--- src/rtl/riscv_pkg.sv ---
// Shared fetch-side definitions: datapath width, instruction size, fetch FSM encodings.
// Latency: none (declarations only).
// Backpressure: not applicable.
package riscv_pkg;

    localparam int XLEN        = 32;
    localparam int INSTR_BYTES = 4;

    // Canonical ADDI x0,x0,0; decode substitutes it for a flushed slot.
    localparam logic [31:0] NOP_INSTR = 32'h0000_0013;

    typedef enum logic [2:0] {
        S_IDLE = 3'd0,
        S_REQ  = 3'd1,
        S_WAIT = 3'd2,
        S_HOLD = 3'd3,
        S_TRAP = 3'd4
    } fetch_state_t;

endpackage

--- src/rtl/pc_fetch_unit_if.sv ---
// Fetch-side bus bundle: instruction-memory req/ready/rvalid channel plus the decode valid/ready channel.
// Latency: none (wires only).
// Backpressure: imem_ready stalls requests, if_ready stalls the decode hand-off.
interface pc_fetch_unit_if #(
    parameter int XLEN = riscv_pkg::XLEN
);
    logic            imem_req;
    logic [XLEN-1:0] imem_addr;
    logic            imem_ready;
    logic            imem_rvalid;
    logic [31:0]     imem_rdata;

    logic            if_valid;
    logic [XLEN-1:0] if_pc;
    logic [31:0]     if_instr;
    logic            if_ready;

    // Fetch unit side.
    modport master (
        output imem_req, imem_addr,
        input  imem_ready, imem_rvalid, imem_rdata,
        output if_valid, if_pc, if_instr,
        input  if_ready
    );

    // Memory / decode side.
    modport slave (
        input  imem_req, imem_addr,
        output imem_ready, imem_rvalid, imem_rdata,
        input  if_valid, if_pc, if_instr,
        output if_ready
    );
endinterface

--- src/rtl/pc_fetch_unit.sv ---
// PC owner and single-outstanding instruction fetcher feeding a one-entry decode buffer.
// Latency: REQ->WAIT->HOLD, one instruction per 3 cycles with zero-wait memory; redirect from HOLD requests the target next cycle.
// Backpressure: imem_ready holds the request (address stable); if_ready=0 holds the buffer and blocks the next fetch.
module pc_fetch_unit #(
    parameter int              XLEN     = riscv_pkg::XLEN,
    parameter logic [XLEN-1:0] RESET_PC = '0
) (
    input  logic              clk,
    input  logic              rst_n,
    input  logic              br_valid,
    input  logic              branch_taken,
    input  logic [XLEN-1:0]   br_target,
    output logic              misalign_exc,
    pc_fetch_unit_if.master   bus
);
    import riscv_pkg::*;

    fetch_state_t    state, state_n;
    logic [XLEN-1:0] pc, pc_n;
    logic [XLEN-1:0] addr_q;
    logic [XLEN-1:0] if_pc_q;
    logic [31:0]     if_instr_q;
    logic            valid_q;
    logic            kill, kill_n;
    logic            redir_pend, pend_n;
    logic            mis_q;

    logic            redir;
    logic [XLEN-1:0] tgt;
    logic            tgt_mis;
    logic            load_buf;
    logic            drop_buf;
    logic            to_trap;

    // Only a taken branch redirects; bit0 of the target is always cleared.
    assign redir   = br_valid & branch_taken;
    assign tgt     = br_target & {{(XLEN-1){1'b1}}, 1'b0};
    assign tgt_mis = tgt[1];

    // Next-state, next-PC and buffer-control decode.
    always_comb begin
        state_n  = state;
        pc_n     = pc;
        kill_n   = kill;
        pend_n   = redir_pend;
        load_buf = 1'b0;
        drop_buf = 1'b0;
        to_trap  = 1'b0;

        case (state)
            S_IDLE: begin
                if (redir && tgt_mis) begin
                    to_trap = 1'b1;
                end else begin
                    state_n = S_REQ;
                    if (redir) pc_n = tgt;
                end
            end
            S_REQ: begin
                if (redir && tgt_mis) begin
                    to_trap = 1'b1;
                end else begin
                    // The presented address must not move, so a redirect is parked in pc.
                    if (redir) begin
                        pc_n   = tgt;
                        pend_n = 1'b1;
                    end
                    if (bus.imem_ready) begin
                        state_n = S_WAIT;
                        kill_n  = redir | redir_pend;
                        pend_n  = 1'b0;
                    end
                end
            end
            S_WAIT: begin
                if (redir && tgt_mis) begin
                    to_trap = 1'b1;
                end else if (bus.imem_rvalid) begin
                    if (kill || redir) begin
                        kill_n  = 1'b0;
                        state_n = S_REQ;
                        if (redir) pc_n = tgt;
                    end else begin
                        load_buf = 1'b1;
                        state_n  = S_HOLD;
                    end
                end else if (redir) begin
                    kill_n = 1'b1;
                    pc_n   = tgt;
                end
            end
            S_HOLD: begin
                if (redir && tgt_mis) begin
                    to_trap = 1'b1;
                end else if (redir) begin
                    drop_buf = 1'b1;
                    pc_n     = tgt;
                    state_n  = S_REQ;
                end else if (bus.if_ready) begin
                    drop_buf = 1'b1;
                    pc_n     = if_pc_q + XLEN'(INSTR_BYTES);
                    state_n  = S_REQ;
                end
            end
            S_TRAP: begin
                state_n = S_TRAP;
            end
            default: begin
                state_n = S_IDLE;
            end
        endcase

        if (to_trap) begin
            state_n  = S_TRAP;
            kill_n   = 1'b0;
            pend_n   = 1'b0;
            drop_buf = 1'b1;
        end
    end

    // FSM, PC and redirect bookkeeping registers; the exception flag is sticky until reset.
    always_ff @(posedge clk or negedge rst_n) begin
        if (!rst_n) begin
            state      <= S_IDLE;
            pc         <= RESET_PC;
            kill       <= 1'b0;
            redir_pend <= 1'b0;
            mis_q      <= 1'b0;
        end else begin
            state      <= state_n;
            pc         <= pc_n;
            kill       <= kill_n;
            redir_pend <= pend_n;
            if (to_trap) mis_q <= 1'b1;
        end
    end

    // Request address is captured only on entry to S_REQ so it stays put while stalled.
    always_ff @(posedge clk or negedge rst_n) begin
        if (!rst_n) begin
            addr_q <= RESET_PC;
        end else if ((state != S_REQ) && (state_n == S_REQ)) begin
            addr_q <= pc_n;
        end
    end

    // One-entry output buffer toward decode.
    always_ff @(posedge clk or negedge rst_n) begin
        if (!rst_n) begin
            valid_q    <= 1'b0;
            if_pc_q    <= '0;
            if_instr_q <= '0;
        end else if (load_buf) begin
            valid_q    <= 1'b1;
            if_pc_q    <= addr_q;
            if_instr_q <= bus.imem_rdata;
        end else if (drop_buf) begin
            valid_q    <= 1'b0;
        end
    end

    assign bus.imem_req  = (state == S_REQ);
    assign bus.imem_addr = addr_q;
    // A redirect in the same cycle makes the buffered instruction wrong-path, so hide it.
    assign bus.if_valid  = valid_q & ~redir;
    assign bus.if_pc     = if_pc_q;
    assign bus.if_instr  = if_instr_q;
    assign misalign_exc  = mis_q;

endmodule

--- src/flat_wrapper.sv ---
// flat-port wrapper written by rule: the top's interface ports become plain ports
module pc_fetch_unit_flat import riscv_pkg::*;
#(
    parameter int              XLEN     = riscv_pkg::XLEN,
    parameter logic [XLEN-1:0] RESET_PC = '0
)
  (clk, rst_n, br_valid, branch_taken, br_target, misalign_exc, bus_imem_req, bus_imem_addr, bus_imem_ready, bus_imem_rvalid, bus_imem_rdata, bus_if_valid, bus_if_pc, bus_if_instr, bus_if_ready);
  pc_fetch_unit_if #(.XLEN(XLEN)) bus_i ();
  input  logic clk;
  input  logic rst_n;
  input  logic br_valid;
  input  logic branch_taken;
  input  logic [XLEN-1:0] br_target;
  output logic misalign_exc;
  output wire logic [$bits(bus_i.imem_req)-1:0] bus_imem_req;
  output wire logic [$bits(bus_i.imem_addr)-1:0] bus_imem_addr;
  input wire logic [$bits(bus_i.imem_ready)-1:0] bus_imem_ready;
  input wire logic [$bits(bus_i.imem_rvalid)-1:0] bus_imem_rvalid;
  input wire logic [$bits(bus_i.imem_rdata)-1:0] bus_imem_rdata;
  output wire logic [$bits(bus_i.if_valid)-1:0] bus_if_valid;
  output wire logic [$bits(bus_i.if_pc)-1:0] bus_if_pc;
  output wire logic [$bits(bus_i.if_instr)-1:0] bus_if_instr;
  input wire logic [$bits(bus_i.if_ready)-1:0] bus_if_ready;
  assign bus_imem_req = bus_i.imem_req;
  assign bus_imem_addr = bus_i.imem_addr;
  assign bus_i.imem_ready = bus_imem_ready;
  assign bus_i.imem_rvalid = bus_imem_rvalid;
  assign bus_i.imem_rdata = bus_imem_rdata;
  assign bus_if_valid = bus_i.if_valid;
  assign bus_if_pc = bus_i.if_pc;
  assign bus_if_instr = bus_i.if_instr;
  assign bus_i.if_ready = bus_if_ready;
  pc_fetch_unit #(.XLEN(XLEN), .RESET_PC(RESET_PC)) u_core (.clk(clk), .rst_n(rst_n), .br_valid(br_valid), .branch_taken(branch_taken), .br_target(br_target), .misalign_exc(misalign_exc), .bus(bus_i));
endmodule
--- config.mk ---
export PLATFORM = sky130hd
export DESIGN_NAME = pc_fetch_unit_flat
export DESIGN_NICKNAME = d
export VERILOG_FILES = /design/src/rtl/riscv_pkg.sv /design/src/rtl/pc_fetch_unit_if.sv /design/src/rtl/pc_fetch_unit.sv /design/src/flat_wrapper.sv
export SDC_FILE = /design/constraint.sdc
export NUM_CORES = 1
export LEC_CHECK = 0
export BUFFER_PORTS_ARGS = -buffer_cell sky130_fd_sc_hd__buf_2
export CORE_UTILIZATION = 24
export DETAILED_ROUTE_END_ITERATION = 10
export GPL_ROUTABILITY_DRIVEN = 0
export GPL_TIMING_DRIVEN = 0
export PLACE_DENSITY = 0.53
export SETUP_SLACK_MARGIN = 0.3
export SYNTH_ARGS = -nofsm -noshare
export SYNTH_HDL_FRONTEND = slang
export SYNTH_SLANG_ARGS = --single-unit
--- constraint.sdc ---
create_clock -name clk -period 2.2 [get_ports clk]
set_input_delay 0.11 -clock clk [delete_from_list [all_inputs] [get_ports clk]]
set_output_delay 0.11 -clock clk [all_outputs]
set_load 0.02 [all_outputs]
Yosys cells after proc, flatten, opt, wreduce, memory -nomap -nowiden

Index checks and enable logic that the tools add are counted.
Widths: inputs -> output; s select.

Bits in registers: 135
Input bits: 71
Output and inout port bits: 99

$add $sub $neg: 1
Eq/ne operators: 12
Multiplexer cells: 45
Bitwise gates (word level): 4
Reductions and logical operators: 12

Operators by type and width:

| kind                  | number |
|---|---|
| $mux 32               | 8 |
| $pmux 32 s3           | 1 |
| $add 32x3->32 const B | 1 |
| $mux 3                | 9 |
| $mux 1                | 24 |
| $pmux 3 s5            | 1 |
| $ne 4x2->1 const B    | 2 |
| $eq 3x1->1 const B    | 2 |
| $eq 3x2->1 const B    | 2 |
| $ne 3x1->1 const B    | 2 |
| $ne 3x2->1 const B    | 2 |
| $reduce_and 6->1      | 1 |
| $reduce_bool 3->1     | 2 |
| $reduce_bool 2->1     | 2 |
| $reduce_or 4->1       | 1 |
| $eq 3x3->1 const B    | 1 |
| $logic_not 3->1       | 1 |
| $reduce_and 3->1      | 1 |
| $and 1x1->1           | 2 |
| $logic_and 1x1->1     | 2 |
| $mux 2                | 1 |
| $ne 2x1->1 const B    | 1 |
| $pmux 1 s2            | 1 |
| $reduce_or 2->1       | 1 |
| 3 further kinds       | 3 |

Depth between registers and ports, before layout

Word-level depth: 9
Mapped depth: 9
Mapped depth without buffers: 7

Least setup slack after synthesis

No wires, ideal clock.

Path kind: flip-flop to flip-flop
Start: register u_core.if_pc_q[2], in the netlist u_core.bus.if_pc[2]
End: register u_core.addr_q[30], in the netlist u_core.bus.imem_addr[30]
Library setup time: 0.125 ns
Arrival time: 1.929 ns
Data required time: 2.075 ns
Setup slack: 0.147 ns
Cell stages (with the launch flop): 8
Period minus slack after synthesis: 2.053 ns
Cells stage by stage: dfrtp_1 -> ha_1 -> clkbuf_1 -> nand4_4 -> nor4_1 -> xnor2_1 -> o21ai_2 -> mux2_2

Word-level cells in the longest chain between the ends: 5

RTL lines:

| item                      | RTL line             | text |
|---|---|---|
| start: declaration        | pc_fetch_unit.sv:21  | `logic [XLEN-1:0] if_pc_q;` |
| start signal: assignment  | pc_fetch_unit.sv:155 | `if_pc_q <= addr_q;` |
| $add 32x3->32             | pc_fetch_unit.sv:101 | `pc_n = if_pc_q + XLEN'(INSTR_BYTES);` |
| $mux 32                   | pc_fetch_unit.sv:99  | `end else if (bus.if_ready) begin` |
| $mux 32                   | pc_fetch_unit.sv:95  | `end else if (redir) begin` |
| $mux 32                   | pc_fetch_unit.sv:93  | `if (redir && tgt_mis) begin` |
| $pmux 32 s3               | pc_fetch_unit.sv:50  | `case (state)` |
| named net u_core.pc_n[30] | pc_fetch_unit.sv:19  | `logic [XLEN-1:0] pc, pc_n;` |
| end signal: assignment    | pc_fetch_unit.sv:143 | `addr_q <= pc_n;` |
| end: declaration          | pc_fetch_unit.sv:20  | `logic [XLEN-1:0] addr_q;` |

The timed path passes the listed nets, and every way through them passes these cells.
A chain may end at the register's enable or synchronous reset.

Worst setup path in the final report

Start: register u_core.state[1]
End: register u_core.addr_q[9], in the netlist u_core.bus.imem_addr[9]

Word-level cells in the longest chain between the ends: 7

RTL lines:

| item                     | RTL line             | text |
|---|---|---|
| start: declaration       | pc_fetch_unit.sv:18  | `fetch_state_t state, state_n;` |
| start signal: assignment | pc_fetch_unit.sv:130 | `state <= state_n;` |
| $mux 3                   | pc_fetch_unit.sv:99  |  |
| $mux 3                   | pc_fetch_unit.sv:95  |  |
| $mux 3                   | pc_fetch_unit.sv:93  |  |
| $pmux 3 s5               | pc_fetch_unit.sv:50  |  |
| $mux 3                   | pc_fetch_unit.sv:113 | `if (to_trap) begin` |
| $eq 3x1->1               | pc_fetch_unit.sv:142 | `end else if ((state != S_REQ) && (state_n == S_REQ)) begin` |
| $logic_and 1x1->1        | pc_fetch_unit.sv:142 |  |

Parallel ways exist; a longest one is shown, timed or not.

==> flow_metrics.py <==
metrics = {
    "outcome": {
        "status": "complete, no violations",
    },
    "place": {
        "hpwl_um": 14520,
        "place_inst": 1044,
        "post-place-ws_ns": -0.2974,
        "io_buffer_count": 167,
    },
    "sta": {
        "fin_skew_ns": 0.008911,
        "final_hold_viol_count": 0,
        "period_minus_slack_ns": 2.002,
        "slew_viol_final": 0,
        "max_freq_ghz": 0.4995,
        "max_slew_margin": 0.5134,
        "whs_ns": 0.01669,
        "setup_violations": 0,
        "fin_ws_ns": 0.1981,
        "tightest_slew_ns": 0.7300,
        "post-route-period-util": 0.9100,
        "rsz0062_at_grt": "true",
    },
    "power_and_ir_drop": {
        "power.total_mw": 12.70,
        "vdd_drop_max_uv": 805.1,
        "powerDensity_nw_per_um2": 1363,
        "intPower_mw": 7.794,
        "p_sw_frac": 0.3864,
        "p_switching_mw": 4.907,
        "power.share.sequential": 0.348,
        "leakage_nw": 4.281,
        "clkPwrFrac": 0.217,
        "comb_power_share": 0.435,
    },
    "drt": {
        "wirelength_um": 21120,
        "wl_per_cell_um": 18.24,
        "drtAntennaViolNets": 0,
        "vias": 5506,
        "via_per_inst": 4.755,
        "drc_errors": 0,
        "drt_first_iter_violations": 310,
        "first_pass_iters": 5,
    },
    "yosys": {
        "synth_ff_type": "dfrtp_1",
        "synth-edff-count": 0,
        "synth.distinct_cells": 63,
        "async_flop_share": 1.000,
        "synth_cells": 541,
        "synth_top_area_cell": "dfrtp_1",
        "synthesis.nets": 613,
        "ys_seq_area_frac": 0.5308,
        "synth.most_common_cell": "dfrtp_1",
        "syn_avg_cell_area_um2": 11.76,
        "synth_top_area_frac": 0.5308,
        "synth_common_cells": "135 x dfrtp_1, 93 x mux2_2, 36 x a21oi_1, 32 x nand2_1, 25 x nor2_1",
        "yosysWarningCount": 0,
        "syn_area_um2": 6365,
        "ys_ff_latch": 135,
        "synthTopCellsByArea": "dfrtp_1 53%, mux2_2 16%, a21oi_1 2.8%",
    },
    "worst_setup_path": {
        "crit_buf_inv": 3,
        "critPathArrivalTime_ns": 2.31,
        "critPathMaxFanout": 10,
        "startpoint": "u_core.state[1]$_DFF_PN0_",
        "crit_path_end_kind": "register",
        "critPathKind": "register to register",
        "cpPeakStageDelay_ns": 0.34,
        "path_cells": "buf_6 > and3b_2 > o31ai_2 > a311o_1 > nor3b_4 > buf_12 > buf_12 > mux2_2",
        "worstPathRequired_ns": 2.51,
        "cpMaxStageDelayCell": "dfrtp_1",
        "crit_family": "simple AND/OR/NAND/NOR gates",
        "cpMostUsedCell": "buf_12",
        "cp-start-kind": "register",
        "r2r_start": "u_core.state[1]$_DFF_PN0_",
    },
    "cts": {
        "clk_latency_ns": 0.42,
        "clkSinkCount": 135,
        "clk_pin_slew_ns": 0.06,
        "clockBufferDepth": 2,
        "ctsRootBufferMaster": "clkbuf_16",
        "tritoncts": "yes",
        "cts-buffers-inserted": 17,
        "htree_levels": 4,
    },
    "global_route": {
        "grt_overflow": 0,
        "track_usage": 0.1581,
        "grt_start_max_net_pins": 82,
        "grt_pass1_wl_um": 31500,
        "grt_pass1_vias": 5350,
        "antenna_found_initial": 1,
    },
    "floorplanning": {
        "dieWidth_um": 164.9,
        "die_y_um": 164.9,
        "core_um2": 26060,
        "io_pins": 170,
        "dieArea_um2": 27180,
        "initial_core_util": 0.2443,
        "fp-row-count": 59,
    },
    "finish": {
        "finish.utilization": 0.3576,
        "nFillCells": 2607,
        "final_layout_size_suffix_gt1_frac": 0.5073,
        "stdcell_count": 1158,
        "areaGrowthSynthToFinish_pct": 46.41,
        "fin_nets": 881,
    },
    "hold_path": {
        "hold_start": "br_target[7]",
        "hp-class": "input pin to register",
    },
    "job": {
        "maxCapViolations": 0,
    },
}
[path summary, 6_finish.rpt]
check / slack [ns] / cells after the start / end
setup reg to reg: 0.20 / 8 / u_core.bus.imem_addr[9]$_DFFE_PN0P_
min in group asynchronous: 0.22 / 2 / u_core.bus.imem_addr[10]$_DFFE_PN0P_
setup / recovery: 0.20 / 8 / u_core.bus.imem_addr[9]$_DFFE_PN0P_
hold / removal: 0.02 / 3 / u_core.pc[7]$_DFF_PN0_
max in group asynchronous: 1.14 / 3 / u_core.bus.if_pc[29]$_DFFE_PN0P_
hold reg to reg: 0.50 / 1 / u_core.bus.if_instr[22]$_DFFE_PN0P_
[sequential cells by signal, indices dropped and copies added, names as in the netlist]
| name | flops |
|---|---|
| u_core.bus.if_instr | 32 |
| u_core.bus.if_pc | 32 |
| u_core.bus.imem_addr | 32 |
| u_core.kill | 1 |
| u_core.misalign_exc | 1 |
| u_core.pc | 32 |
| u_core.redir_pend | 1 |
| u_core.state | 3 |
| u_core.valid_q | 1 |
[power groups by stage]
stage	sequential (mW)	combinational [mW]	clock, mW
floorplan	5.19	2.22	0
global placement	4.43	4.57	0
detailed placement	4.46	4.62	0
CTS	4.42	5.22	2.83
global route	4.56	5.96	2.94
finish	4.42	5.53	2.75
[through the flow]
step                instance area (um^2)  TNS (ns)
floorplan                           6425         0
global placement                    7680   -157.43
detailed placement                  7714    -12.13
CTS                                 9025         0
global route                        9316         0
finish                              9319         0
[timing repair]
| item | 4_1_cts | 5_1_grt |
|---|---|---|
| pin swaps | 12 | 12 |
| hold buffers | 39 | 0 |
| endpoints found under the hold margin | 92 | 0 |
| cloned | 1 | 1 |
| endpoints found under the setup margin | 120 | 105 |
| resized for setup | 53 | 38 |
| buffers inserted | 17 | 23 |
[tightest hold or removal path, delay by kind of cell]
| kind | cells | cell delay (ns) |
|---|---|---|
| and+or+nand+nor | 1 | 0.12 |
| buffers and inverters | 1 | 0.09 |
| AOI/OAI and AO/OA | 1 | 0.08 |
[cells in the final DEF (no fill, tap or decap), types with 3 or more instances in the layout]
| cell | Yosys | layout |
|---|---|---|
| buf_6 | 3 | 10 |
| a22o_1 | 3 | 3 |
| or3_1 | 3 | 3 |
| mux2_4 | 1 | 11 |
| inv_1 | 8 | 8 |
| clkbuf_2 | 0 | 4 |
| clkbuf_1 | 15 | 6 |
| clkinvlp_4 | 0 | 6 |
| mux2_2 | 93 | 85 |
| buf_2 | 7 | 170 |
| nand2_1 | 32 | 28 |
| dlygate4sd3_1 | 0 | 39 |
| nor3_1 | 7 | 7 |
| o21ai_1 | 3 | 4 |
| nor2_1 | 25 | 21 |
| nor2_4 | 0 | 3 |
| a21boi_0 | 3 | 3 |
| a22oi_1 | 6 | 6 |
| o22ai_1 | 14 | 14 |
| dfrtp_2 | 0 | 20 |
| a21o_1 | 3 | 3 |
| clkbuf_4 | 0 | 3 |
| mux2i_1 | 6 | 5 |
| nand4_1 | 8 | 8 |
| and2_1 | 4 | 4 |
| a31oi_1 | 4 | 4 |
| buf_4 | 4 | 39 |
| a21oi_1 | 36 | 34 |
| nand3_1 | 14 | 13 |
| o21ai_0 | 22 | 20 |
| xnor2_1 | 12 | 12 |
| inv_6 | 0 | 3 |
| xor2_1 | 10 | 10 |
| clkbuf_16 | 0 | 17 |
| dfrtp_1 | 135 | 115 |
| buf_12 | 0 | 6 |
| nor4_2 | 1 | 3 |
[kinds of logic (layout without fill, tap and decap cells)]
logic type | count (synthesis) | in the layout | share of synthesized area
mux | 102 | 102 | 0.1799
simple gates | 120 | 120 | 0.1018
buf+inv | 37 | 318 | 0.02909
fa+ha+maj | 1 | 1 | 0.001965
xor+xnor | 22 | 22 | 0.03027
other cells | 0 | 1 | 0
flops | 135 | 135 | 0.5308
compound gates | 124 | 124 | 0.1262
[area by class of cell]
cell class                      count  area, um^2  area share
Multi-Input combinational cell    369        3014      0.3234
Clock buffer                       19       432.9     0.04646
Sequential cell                   135        3403      0.3652
Timing Repair Buffer              249        1638      0.1758
Inverter                            8       30.03    0.003222
Clock inverter                     13       123.9     0.01329
Buffer                             29       255.2     0.02739
Tap cell                          335       419.2     0.04498
Antenna cell                        1       2.502   0.0002685
[per-layer routing]
layer	vias to the layer above	wire, um	global-route usage
met5	-	0	0
met4	0	369	0.05213
met3	25	1315	0.03767
met2	190	10020	0.2498
met1	2751	9414	0.2111
li1	2540	-	-
(Power assumes the default switching activity.)
